==> src/rtl/lstm_seq_driver_pkg.sv <==
// Shared definitions for the LSTM sequence driver: Q-format widths, helpers, FSM encoding.
package lstm_seq_driver_pkg;

    localparam int unsigned QN_DEF = 6;
    localparam int unsigned QM_DEF = 11;

    // Element width of a signed QN.QM fixed-point value (sign + integer + fraction).
    function automatic int unsigned bitWidth(input int unsigned qn, input int unsigned qm);
        return qn + qm + 1;
    endfunction

    localparam int unsigned BITWIDTH_DEF = bitWidth(QN_DEF, QM_DEF);

    // 1.0 in the default Q-format.
    localparam logic [BITWIDTH_DEF-1:0] ONE = BITWIDTH_DEF'(1) << QM_DEF;

    // Integer ceil(log2(value)); 0 for value <= 1.
    function automatic int unsigned clog2(input int unsigned value);
        int unsigned result = 0;
        for (int i = 0; i < 32; i++) begin
            if ((64'd1 << i) < 64'(value)) begin
                result = i + 1;
            end
        end
        return result;
    endfunction

    // Counter width that is never zero, even for a count range of one.
    function automatic int unsigned idxWidth(input int unsigned n);
        int unsigned w = clog2(n);
        return (w == 0) ? 1 : w;
    endfunction

    typedef enum logic [2:0] {
        SeqRst  = 3'd0,
        WaitIn  = 3'd1,
        Issue   = 3'd2,
        WaitNet = 3'd3,
        Gap1    = 3'd4,
        Perc    = 3'd5,
        Gap2    = 3'd6,
        Out     = 3'd7
    } seqState_t;

endpackage

==> src/rtl/lstm_seq_driver_edge_wait_timer.sv <==
// Rising-edge detector on a done level plus a saturating wait-timeout counter.
module lstm_seq_driver_edge_wait_timer
    import lstm_seq_driver_pkg::*;
#(
    parameter int unsigned TIMEOUT_CYC = 4095
) (
    input  logic clock,
    input  logic reset,
    input  logic clear,    // restart the wait (pulse on the cycle before the wait state)
    input  logic active,   // count while waiting
    input  logic level,    // done level from the downstream block
    output logic rose,
    output logic expired
);

    localparam int unsigned CW = idxWidth(TIMEOUT_CYC + 1);

    logic          levelQ;
    logic [CW-1:0] count;

    // Previous level for edge detection and the timeout counter, which stops at the limit.
    always_ff @(posedge clock) begin
        if (reset) begin
            levelQ <= 1'b0;
            count  <= '0;
        end else begin
            levelQ <= level;
            if (clear) begin
                count <= '0;
            end else if (active && !expired) begin
                count <= count + 1'b1;
            end
        end
    end

    // A level already high when the wait begins was sampled into levelQ, so it never counts.
    assign rose    = level & ~levelQ;
    assign expired = (count == CW'(TIMEOUT_CYC));

endmodule

==> src/rtl/lstm_seq_driver.sv <==
// Sequences one input vector at a time through the LSTM layer and the output perceptron.
module lstm_seq_driver
    import lstm_seq_driver_pkg::*;
#(
    parameter int unsigned INPUT_SZ    = 2,
    parameter int unsigned QN          = 6,
    parameter int unsigned QM          = 11,
    parameter int unsigned SEQ_LEN     = 8,
    parameter int unsigned SEQ_RST_CYC = 2,
    parameter int unsigned TIMEOUT_CYC = 4095,
    localparam int unsigned BITWIDTH   = bitWidth(QN, QM),
    localparam int unsigned IDX_W      = idxWidth(SEQ_LEN)
) (
    input  logic                         clock,
    input  logic                         reset,
    input  logic                         s_valid,
    output logic                         s_ready,
    input  logic [INPUT_SZ*BITWIDTH-1:0] s_data,
    output logic                         net_reset,
    output logic [INPUT_SZ*BITWIDTH-1:0] net_inputVec,
    output logic                         net_newSample,
    input  logic                         net_dataReady,
    output logic                         perc_reset,
    input  logic                         perc_dataReady,
    input  logic [BITWIDTH-1:0]          perc_out,
    output logic                         m_valid,
    input  logic                         m_ready,
    output logic [BITWIDTH-1:0]          m_data,
    output logic                         m_last,
    output logic [IDX_W-1:0]             sample_idx,
    output logic                         error
);

    localparam int unsigned RC_W = idxWidth(SEQ_RST_CYC);

    seqState_t                     state;
    logic [RC_W-1:0]               rstCnt;
    logic                          sReady;
    logic                          newSample;
    logic                          mValid;
    logic [BITWIDTH-1:0]           mData;
    logic                          mLast;
    logic [IDX_W-1:0]              sampleIdx;
    logic                          errorQ;
    logic [INPUT_SZ*BITWIDTH-1:0]  inputVec;
    logic                          netRst;
    logic                          percEn;

    logic netRose, netExpired;
    logic percRose, percExpired;

    lstm_seq_driver_edge_wait_timer #(
        .TIMEOUT_CYC(TIMEOUT_CYC)
    ) netTimer (
        .clock  (clock),
        .reset  (reset),
        .clear  (state == Issue),
        .active (state == WaitNet),
        .level  (net_dataReady),
        .rose   (netRose),
        .expired(netExpired)
    );

    lstm_seq_driver_edge_wait_timer #(
        .TIMEOUT_CYC(TIMEOUT_CYC)
    ) percTimer (
        .clock  (clock),
        .reset  (reset),
        .clear  (state == Gap1),
        .active (state == Perc),
        .level  (perc_dataReady),
        .rose   (percRose),
        .expired(percExpired)
    );

    // Sample sequencing FSM; every output flop is updated together with its state transition.
    always_ff @(posedge clock) begin
        if (reset) begin
            state     <= SeqRst;
            rstCnt    <= '0;
            sReady    <= 1'b0;
            newSample <= 1'b0;
            mValid    <= 1'b0;
            mData     <= '0;
            mLast     <= 1'b0;
            sampleIdx <= '0;
            errorQ    <= 1'b0;
            inputVec  <= '0;
            netRst    <= 1'b1;
            percEn    <= 1'b0;
        end else begin
            unique case (state)
                SeqRst: begin
                    sampleIdx <= '0;
                    if (rstCnt == RC_W'(SEQ_RST_CYC - 1)) begin
                        state  <= WaitIn;
                        netRst <= 1'b0;
                        sReady <= 1'b1;
                    end else begin
                        rstCnt <= rstCnt + 1'b1;
                    end
                end
                WaitIn: begin
                    if (s_valid) begin
                        inputVec  <= s_data;
                        sReady    <= 1'b0;
                        newSample <= 1'b1;
                        state     <= Issue;
                    end
                end
                Issue: begin
                    newSample <= 1'b0;
                    state     <= WaitNet;
                end
                WaitNet: begin
                    if (netRose) begin
                        state <= Gap1;
                    end else if (netExpired) begin
                        // Drop the sample and restart the sequence from zero state.
                        errorQ <= 1'b1;
                        state  <= SeqRst;
                        rstCnt <= '0;
                        netRst <= 1'b1;
                    end
                end
                Gap1: begin
                    percEn <= 1'b1;
                    state  <= Perc;
                end
                Perc: begin
                    if (percRose) begin
                        state <= Gap2;
                    end else if (percExpired) begin
                        errorQ <= 1'b1;
                        percEn <= 1'b0;
                        state  <= SeqRst;
                        rstCnt <= '0;
                        netRst <= 1'b1;
                    end
                end
                Gap2: begin
                    mData  <= perc_out;
                    mLast  <= (sampleIdx == IDX_W'(SEQ_LEN - 1));
                    mValid <= 1'b1;
                    percEn <= 1'b0;
                    state  <= Out;
                end
                Out: begin
                    if (m_ready) begin
                        mValid <= 1'b0;
                        if (mLast) begin
                            state  <= SeqRst;
                            rstCnt <= '0;
                            netRst <= 1'b1;
                        end else begin
                            sampleIdx <= sampleIdx + 1'b1;
                            sReady    <= 1'b1;
                            state     <= WaitIn;
                        end
                    end
                end
                default: begin
                    state  <= SeqRst;
                    rstCnt <= '0;
                    netRst <= 1'b1;
                end
            endcase
        end
    end

    // Both resets follow the system reset immediately, not a cycle late.
    assign net_reset     = reset | netRst;
    assign perc_reset    = reset | ~percEn;
    assign s_ready       = sReady;
    assign net_newSample = newSample;
    assign net_inputVec  = inputVec;
    assign m_valid       = mValid;
    assign m_data        = mData;
    assign m_last        = mLast;
    assign sample_idx    = sampleIdx;
    assign error         = errorQ;

endmodule

==> config.mk <==
export PLATFORM = sky130hd
export DESIGN_NAME = lstm_seq_driver
export DESIGN_NICKNAME = d
export VERILOG_FILES = /design/src/rtl/lstm_seq_driver_pkg.sv /design/src/rtl/lstm_seq_driver_edge_wait_timer.sv /design/src/rtl/lstm_seq_driver.sv
export SDC_FILE = /design/constraint.sdc
export NUM_CORES = 1
export LEC_CHECK = 0
export CAP_MARGIN = 25
export CORE_ASPECT_RATIO = 0.5
export CORE_UTILIZATION = 40
export DETAILED_ROUTE_END_ITERATION = 16
export PLACE_DENSITY = 0.82
export REMOVE_ABC_BUFFERS = 1
export SLEW_MARGIN = 40
export SYNTH_ARGS = -nofsm -noshare
export SYNTH_HDL_FRONTEND = slang
export SYNTH_SLANG_ARGS = --single-unit
export TNS_END_PERCENT = 5
==> constraint.sdc <==
create_clock -name clock -period 2.3 [get_ports clock]
set_clock_uncertainty 0.05 [all_clocks]
set_input_delay 0.46 -clock clock [delete_from_list [all_inputs] [get_ports clock]]
set_output_delay 0.46 -clock clock [all_outputs]
set_load 0.02 [all_outputs]
==> impl_metrics.py, run 1 <==
metrics = {
    "logic_synthesis": {
        "postSynthAreaPerCell_sq_um": 8.42,
        "async_flop_share_pct": 0,
        "ys.flop_type": "dfxtp_1",
        "synth_top_family_by_area": "simple AND/OR/NAND/NOR gates",
        "synth_compound_area_share_pct": 12.9,
        "synth_seq_cells": 94,
        "synth_seq_area_share_pct": 49.3,
        "synthSimpleGateAreaFrac_pct": 27.0,
        "synthCells": 453,
        "synth_edf_count": 0,
        "synthAdderAreaFrac_pct": 1.31,
        "yosys_warnings": 0,
        "synth-xor-area-share_pct": 4.82,
        "synth.area.mux_share_pct": 0.787,
        "synth.distinct_cells": 47,
        "syn_area_sq_um": 3810,
    },
    "finish": {
        "fin_area_sq_um": 5490,
        "antennaDiodeCount": 0,
        "instances_no_fill": 691,
        "final_cell_mix": "124 x nand2_1, 122 x clkdlybuf4s50_1, 94 x dfxtp_1",
        "fill_cells": 750,
        "final_common_cell": "nand2_1",
        "utilization_pct": 61.1,
        "area_growth_pct": 43.9,
        "fin_nets": 633,
        "drive_gt1_share_pct": 7.84,
    },
    "sta": {
        "timing.final.crit_share_pct": 85.4,
        "fmax_ghz": 0.509,
        "finalHoldViolCount": 0,
        "rsz0062_at_grt": "no",
        "tns_ns": 0,
        "worst_pin_slew_ns": 0.526,
        "fin_crit_ns": 1.96,
        "max_slew_margin_pct": 64.9,
        "finalSetupViolations": 0,
        "report.final.slew_viol_count": 0,
    },
    "worst_setup_path": {
        "timing.rr.start": "state[0]$_SDFFE_PP0P_",
        "path_class": "reg2out",
        "crit_path_start": "netRst$_SDFFE_PP1P_",
        "cp-end-kind": "output pin",
        "cp-start-kind": "register",
        "cp_data_required_time_ns": 1.79,
        "crit_fanout": 2,
        "worstPathArrival_ns": 1.45,
    },
    "flow_run": {
        "cap_violations": 0,
    },
    "power_and_ir_drop": {
        "swShare_pct": 23.5,
        "seqPwrFrac_pct": 44.3,
        "power_density_nw_per_um2": 719,
        "power.switching_mw": 0.926,
        "p_clk_share_pct": 42.2,
        "comb_power_share_pct": 13.5,
        "internal_power_mw": 3.02,
        "leakage_nw": 1.94,
        "vdd_drop_max_mv": 0.394,
    },
    "floorplanning": {
        "die_area_sq_um": 9960,
        "core-area_sq_um": 8980,
        "die_width_microns": 140,
        "row_count": 24,
        "start_util_pct": 42.5,
        "dieHeight_microns": 71.1,
        "ios": 124,
    },
    "clock_tree": {
        "post-cts-setup-buffer-count": 0,
        "clock_sinks": 94,
        "cts_tree": "yes",
        "htreeDepth": 3,
        "cts-root-buf": "clkbuf_16",
        "cts_resized": 0,
        "clkTransAtPathRegs_ns": 0.06,
        "clk_path_buf_depth": 2,
        "clk_latency_ns": 0.33,
        "holdBufCountCts": 0,
        "tritoncts.num_buffers": 9,
    },
    "run_status": {
        "status": "finished clean",
    },
    "route": {
        "drc": 0,
        "num_vias": 3426,
        "drt_wl_total_microns": 9580,
        "ant_nets": 0,
        "drt_iter0_drc": 166,
        "vias_per_cell": 4.96,
        "wire_per_inst_microns": 13.9,
        "firstDrtPassIters": 5,
    },
    "grt": {
        "grt_overflow": 0,
        "grt_pass1_vias": 3303,
        "antenna_found_initial": 0,
        "grt_first_pass_wirelength_microns": 15500,
        "grt_max_degree": 42,
        "track_usage_pct": 19.6,
    },
    "placed_design": {
        "portBuffers": 123,
        "place_hpwl_microns": 6570,
        "place.gp.congestion": 0.768,
        "placed_cell_area_sq_um": 5150,
        "dpl.cell_count": 675,
    },
    "hold_path": {
        "hold_path.class": "reg2reg",
        "hold_start": "m_data[1]$_SDFFE_PP0P_",
    },
}
-- flip-flops by register name, summed over array words and instances, names as in the netlist --
| name | cells |
|---|---|
| error | 1 |
| m_data | 18 |
| m_last | 1 |
| m_valid | 1 |
| netRst | 1 |
| netTimer.count | 12 |
| netTimer.levelQ | 1 |
| net_inputVec | 36 |
| net_newSample | 1 |
| percEn | 1 |
| percTimer.count | 12 |
| percTimer.levelQ | 1 |
| rstCnt | 1 |
| s_ready | 1 |
| sample_idx | 3 |
| state | 3 |
-- area by class of cell --
cell class / count / area, sq um / area share, %
Clock inverter: 7 / 113 / 2.05
Tap cell: 117 / 146 / 2.67
Inverter: 4 / 15.0 / 0.273
Clock buffer: 9 / 225 / 4.10
Sequential cell: 94 / 1880 / 34.3
Timing Repair Buffer: 132 / 1320 / 24.0
Multi-Input combinational cell: 328 / 1790 / 32.6
-- metrics by stage --
| step | setup slack, ns | total power, mW | hold WS, ns |
|---|---|---|---|
| 6_report | 0.336 | 3.95 | 0.403 |
| 5_1_grt | 0.249 | 4.10 | 0.420 |
| 4_1_cts | 0.319 | 3.99 | 0.404 |
| 3_5_place_dp | 0.337 | 2.31 | 0.396 |
| 3_3_place_gp | 0.377 | 2.31 | 0.387 |
| 2_1_floorplan | 0.235 | 2.01 | 0.397 |
-- worst max-delay path, stage by stage, from the launching register on --
cell             delay (ns)
dfxtp_1                0.31
or2_2                  0.28
clkdlybuf4s50_1        0.53
-- path summary, 6_finish.rpt --
check | cells after the start | to | slack [ns]
setup / recovery | 2 | net_reset | 0.34
hold / removal | 2 | m_data[1]$_SDFFE_PP0P_ | 0.40
setup reg to reg | 6 | percTimer.count[11]$_SDFFE_PP0P_ | 0.37
hold reg to reg | 2 | m_data[1]$_SDFFE_PP0P_ | 0.40
-- routing by layer --
metal	vias up	GRT usage [%]	routed length, microns	part of all wire, %
met4	0	8.91	273	2.8
met1	1577	22.3	4050	42
li1	1753	-	-	-
met2	78	36.6	4960	52
met3	18	3.52	294	3.1
met5	-	0	0	0
-- synthesized netlist by cell type (all sizes together) (5+ instances only) --
| cell | count | share of area, % |
|---|---|---|
| nand2b | 7 | 1.1 |
| nand2 | 124 | 12 |
| nand4 | 8 | 1.3 |
| nor2 | 32 | 3.4 |
| nor4 | 5 | 1.6 |
| clkbuf | 18 | 1.8 |
| a21oi | 64 | 8.4 |
| xor2 | 13 | 3.0 |
| nand3 | 12 | 1.6 |
| and3 | 6 | 1.1 |
| xnor2 | 8 | 1.8 |
| buf | 9 | 1.7 |
| dfxtp | 94 | 49 |
-- power by group through the flow --
stage,Combinational (mW),Sequential (mW),Clock (mW)
3_5_place_dp,0.531,1.78,0
2_1_floorplan,0.173,1.84,0
4_1_cts,0.538,1.75,1.70
5_1_grt,0.575,1.76,1.77
6_report,0.534,1.75,1.66
3_3_place_gp,0.527,1.78,0
-- kinds of logic after synthesis --
kind of cell | after synthesis
DFF | 94
xor gates and xnor gates | 21
muxes | 3
buffers and inverters | 31
AOI/OAI and AO/OA | 82
and+or+nand+nor | 218
adders and majority gates | 4
Note: power is estimated with default switching activity, not from simulation.
==> inputs of run 2 (changes only) <==
Settings changed: CORE_MARGIN set to 2.
==> run 2 against run 1 <==
  * Clock-buffer cell count increased by 4
  * Largest power group unchanged
  * Largest cell class unchanged
  * Flip-flop and latch count did not move
  * Register-to-register slack improved by 0.03 ns
  * Maximum frequency fell by 0.79%
==> impl_metrics.py, run 2 (synthesis gave the netlist of run 1 again) <==
metrics = {
    "run_status": {
        "status": "finished clean",
    },
    "floorplanning": {
        "ios": 124,
        "die_width_microns": 142,
        "die_area_sq_um": 10400,
        "core-area_sq_um": 9350,
        "start_util_pct": 40.8,
        "row_count": 25,
        "dieHeight_microns": 73.1,
    },
    "sta": {
        "rsz0062_at_grt": "no",
        "layout_setup_ws_ns": 0.321,
        "whs_ns": 0.401,
        "finalSetupViolations": 0,
        "worst_pin_slew_ns": 0.627,
        "fmax_ghz": 0.505,
        "fin_crit_ns": 1.98,
        "report.final.slew_viol_count": 0,
        "tns_ns": 0,
        "timing.final.crit_share_pct": 86.1,
        "finalHoldViolCount": 0,
        "max_slew_margin_pct": 58.2,
    },
    "finish": {
        "largest_register_ffs": 36,
        "instances_no_fill": 697,
        "antennaDiodeCount": 0,
        "final_common_cell": "nand2_1",
        "final_cell_mix": "124 x nand2_1, 122 x clkdlybuf4s50_1, 94 x dfxtp_1",
        "fin_area_sq_um": 5510,
        "area_growth_pct": 44.4,
        "drive_gt1_share_pct": 7.99,
        "seq_area_sq_um": 1880,
        "fin_nets": 635,
        "fill_cells": 806,
        "multi_input_area_sq_um": 1790,
    },
    "clock_tree": {
        "htreeDepth": 3,
        "clk_path_buf_depth": 2,
        "cts_tree": "yes",
        "tritoncts.num_buffers": 9,
        "cts_resized": 0,
        "clkTransAtPathRegs_ns": 0.06,
        "post-cts-setup-buffer-count": 0,
        "holdBufCountCts": 0,
        "clock_sinks": 94,
        "clk_latency_ns": 0.33,
        "cts-root-buf": "clkbuf_16",
    },
    "placed_design": {
        "pre_cts_ws_ns": 0.306,
        "portBuffers": 123,
        "place_hpwl_microns": 6550,
        "placed_cell_area_sq_um": 5170,
        "dpl.cell_count": 681,
        "place.gp.congestion": 0.803,
    },
    "worst_setup_path": {
        "r2r_slack_ns": 0.40,
        "path_cells": "or2_2 -> clkdlybuf4s50_1",
        "cp-end-kind": "output pin",
        "cp_slowest_stage_delay_ns": 0.53,
        "worst-path-buf-inv": 1,
        "crit_fanout": 2,
        "crit_family": "buffers and inverters",
        "worstPathArrival_ns": 1.47,
        "slowest_stage": "clkdlybuf4s50_1",
        "cp_data_required_time_ns": 1.79,
        "path_class": "reg2out",
        "cp-start-kind": "register",
    },
    "flow_run": {
        "cap_violations": 0,
    },
    "grt": {
        "antenna_found_initial": 0,
        "grt_pass1_vias": 3085,
        "grt_first_pass_wirelength_microns": 14800,
        "track_usage_pct": 17.9,
        "grt_overflow": 0,
        "grt_max_degree": 60,
    },
    "hold_path": {
        "hold_path.class": "reg2reg",
    },
    "route": {
        "drt_wl_total_microns": 9530,
        "wire_per_inst_microns": 13.7,
        "drc": 0,
        "ant_nets": 0,
        "num_vias": 3415,
        "firstDrtPassIters": 4,
        "vias_per_cell": 4.90,
        "drt_iter0_drc": 188,
    },
    "power_and_ir_drop": {
        "leakage_nw": 1.95,
        "power_density_nw_per_um2": 714,
        "vdd_drop_max_mv": 0.436,
    },
}
run 2: cell types whose count changed in the layout (fill, tap and decap cells not counted):
cell	previous run	this run
clkinv_2	3	1
bufinv_16	3	2
clkbuf_1	0	1
buf_4	7	9
clkinvlp_4	1	0
clkbuf_8	0	3
run 2: final cells by class:
class | instances | area share (%)
Tap cell | 121 | 2.75
Sequential cell | 94 | 34.2
Multi-Input combinational cell | 328 | 32.5
Clock buffer | 13 | 4.91
Timing Repair Buffer | 134 | 24.2
Clock inverter | 3 | 1.18
Inverter | 4 | 0.273
run 2: path summary, 6_finish.rpt:
check / depth (start not counted) / end / start
worst max-delay path: 2 / net_reset / netRst$_SDFFE_PP1P_
worst min-delay path: 2 / net_newSample$_SDFFE_PP0P_ / net_newSample$_SDFFE_PP0P_
worst max register to register: 7 / percTimer.count[6]$_SDFFE_PP0P_ / percTimer.count[0]$_SDFFE_PP0P_
worst min register to register: 2 / net_newSample$_SDFFE_PP0P_ / net_newSample$_SDFFE_PP0P_
run 2: power breakdown:
part | total (mW) | internal (mW) | switching [mW]
registers | 1.74 | 1.69 | 0.0461
logic | 0.551 | 0.273 | 0.278
clock network | 1.64 | 1.04 | 0.599
total | 3.93 | 3.01 | 0.923
run 2: per-layer routing:
layer	part of all wire (%)	global-route usage, %	wire length (microns)	vias to the layer above
met4	2.8	7.44	267	0
met5	0	0	0	-
met1	45	21.6	4260	1572
met3	3.6	4.40	343	19
li1	-	-	-	1757
met2	49	31.2	4660	67
run 2: worst register-to-register path, stage by stage, from the launching register on:
cell and delay, ns:
dfxtp_1 0.35, ha_1 0.22, and3_1 0.20, a41oi_1 0.40, buf_4 0.25, nand4_1 0.13
xor2_1 0.14, nor2_1 0.05
run 2: through the flow:
stage	util, %	total power, mW
4_1_cts	58.8	3.97
6_report	58.9	3.93
2_1_floorplan	-	2.01
3_5_place_dp	55.3	2.32
3_3_place_gp	55.3	2.31
5_1_grt	58.9	4.07
==> inputs of run 3 (changes only) <==
Settings changed: CORE_ASPECT_RATIO 0.5 to 1.75.
==> run 3 against run 2 <==
  * Die area fell by 0.16%
  * Hold slack worse by 0.031 ns
  * Clock power decreased by 11%
  * Critical path type unchanged
  * Largest power group unchanged
==> impl_metrics.py, run 3 (synthesis gave the netlist of run 1 again) <==
metrics = {
    "grt": {
        "track_usage_pct": 18.1,
        "grtUsageMet2_pct": 34.2,
        "antenna_found_initial": 0,
        "grtUsageMet3_pct": 2.78,
        "grt_first_pass_wirelength_microns": 15400,
        "use_met1_pct": 19.1,
        "grt_max_degree": 68,
        "grt_pass1_vias": 3342,
        "grt_busiest_layer": "met2",
        "grt_overflow": 0,
    },
    "placed_design": {
        "portBuffers": 123,
        "place.gp.congestion": 0.789,
        "place_hpwl_microns": 6850,
    },
    "clock_tree": {
        "clk_latency_ns": 0.33,
        "clkTransAtPathRegs_ns": 0.06,
        "holdBufCountCts": 0,
        "htreeDepth": 3,
        "clk_path_buf_depth": 2,
        "post-cts-setup-buffer-count": 0,
        "cts-root-buf": "clkbuf_16",
        "clock_sinks": 94,
        "tritoncts.num_buffers": 9,
        "cts_tree": "yes",
        "cts_resized": 0,
    },
    "route": {
        "ant_nets": 0,
        "num_vias": 3452,
        "drt_iter0_drc": 132,
        "firstDrtPassIters": 4,
        "drc": 0,
        "wire_per_inst_microns": 13.5,
        "drt_wl_total_microns": 9440,
        "vias_per_cell": 4.95,
    },
    "run_status": {
        "status": "finished clean",
    },
    "floorplanning": {
        "start_util_pct": 40.8,
        "row_count": 47,
        "dieHeight_microns": 133,
        "core-area_sq_um": 9350,
        "ios": 124,
        "die_area_sq_um": 10400,
        "die_width_microns": 77.8,
    },
    "worst_setup_path": {
        "worst-path-buf-inv": 1,
        "crit_family": "buffers and inverters",
        "cp_slowest_stage_delay_ns": 0.55,
        "cp_data_required_time_ns": 1.79,
        "crit_fanout": 2,
        "worstPathArrival_ns": 1.50,
        "path_class": "reg2out",
        "cp-start-kind": "register",
        "slowest_stage": "clkdlybuf4s50_1",
        "cp-end-kind": "output pin",
        "path_cells": "or2_2 -> clkdlybuf4s50_1",
    },
    "hold_path": {
        "hold_path.class": "in2reg",
    },
    "sta": {
        "timing.final.crit_share_pct": 87.2,
        "whs_ns": 0.370,
        "fin_crit_ns": 2.01,
        "finalHoldViolCount": 0,
        "report.final.slew_viol_count": 0,
        "finalSetupViolations": 0,
        "max_slew_margin_pct": 55.3,
        "rsz0062_at_grt": "no",
        "fmax_ghz": 0.499,
        "worst_pin_slew_ns": 0.671,
        "tns_ns": 0,
    },
    "flow_run": {
        "cap_violations": 0,
    },
    "finish": {
        "fin_nets": 635,
        "drive_gt1_share_pct": 7.99,
        "fill_cells": 806,
        "largest_register_ffs": 36,
        "final_cell_mix": "124 x nand2_1, 122 x clkdlybuf4s50_1, 94 x dfxtp_1",
        "final_common_cell": "nand2_1",
        "antennaDiodeCount": 0,
        "area_growth_pct": 43.1,
    },
    "power_and_ir_drop": {
        "vdd_drop_max_mv": 0.377,
        "power_density_nw_per_um2": 684,
        "leakage_nw": 1.93,
        "p_total_mw": 3.73,
    },
}
[run 3: cell count changes in the layout (fill, tap and decap cells not counted), sizes merged]
cell | before | now
clkinv | 1 | 4
bufinv | 2 | 1
clkbuf | 13 | 10
clkinvlp | 0 | 1
[run 3: cell type report]
cell class | count | area (sq um) | area share [%]
inverters | 4 | 15.0 | 0.275
clock inverters | 6 | 61.3 | 1.12
repair buffers | 134 | 1320 | 24.2
multi-input cells | 328 | 1790 | 32.7
clock buffers | 10 | 239 | 4.38
well taps | 122 | 153 | 2.80
flip-flops and latches | 94 | 1880 | 34.5
[run 3: per-stage QoR]
stage	cells	instance area [sq um]	util (%)	worst slack (ns)
finish	698	5460	58.4	0.294
detailed placement	682	5160	55.2	0.321
floorplan	426	3680	-	0.235
CTS	698	5460	58.4	0.280
global route	698	5460	58.4	0.257
global placement	682	5160	55.2	0.341
[run 3: metal layers]
layer  part of all wire (%)  wire length [microns]  up-vias
li1                       -                      -     1750
met1                     38                   3580     1603
met2                     56                   5320       85
met3                    3.2                    305       14
met4                    2.5                    235        0
met5                      0                      0        -
[run 3: worst paths after layout]
path,startpoint,end,slack (ns),depth (start not counted)
setup / recovery,netRst$_SDFFE_PP1P_,net_reset,0.29,2
hold / removal,reset,net_inputVec[5]$_SDFFE_PP0P_,0.37,2
setup reg to reg,percTimer.count[0]$_SDFFE_PP0P_,state[2]$_SDFFE_PP0P_,0.43,7
hold reg to reg,net_inputVec[29]$_SDFFE_PP0P_,net_inputVec[29]$_SDFFE_PP0P_,0.40,2
[run 3: power breakdown]
| part | leakage, nW | internal, mW | switching, mW |
|---|---|---|---|
| registers | 0.761 | 1.69 | 0.0469 |
| clock network | 0.148 | 0.867 | 0.591 |
| logic | 1.02 | 0.268 | 0.265 |
| total | 1.93 | 2.83 | 0.903 |
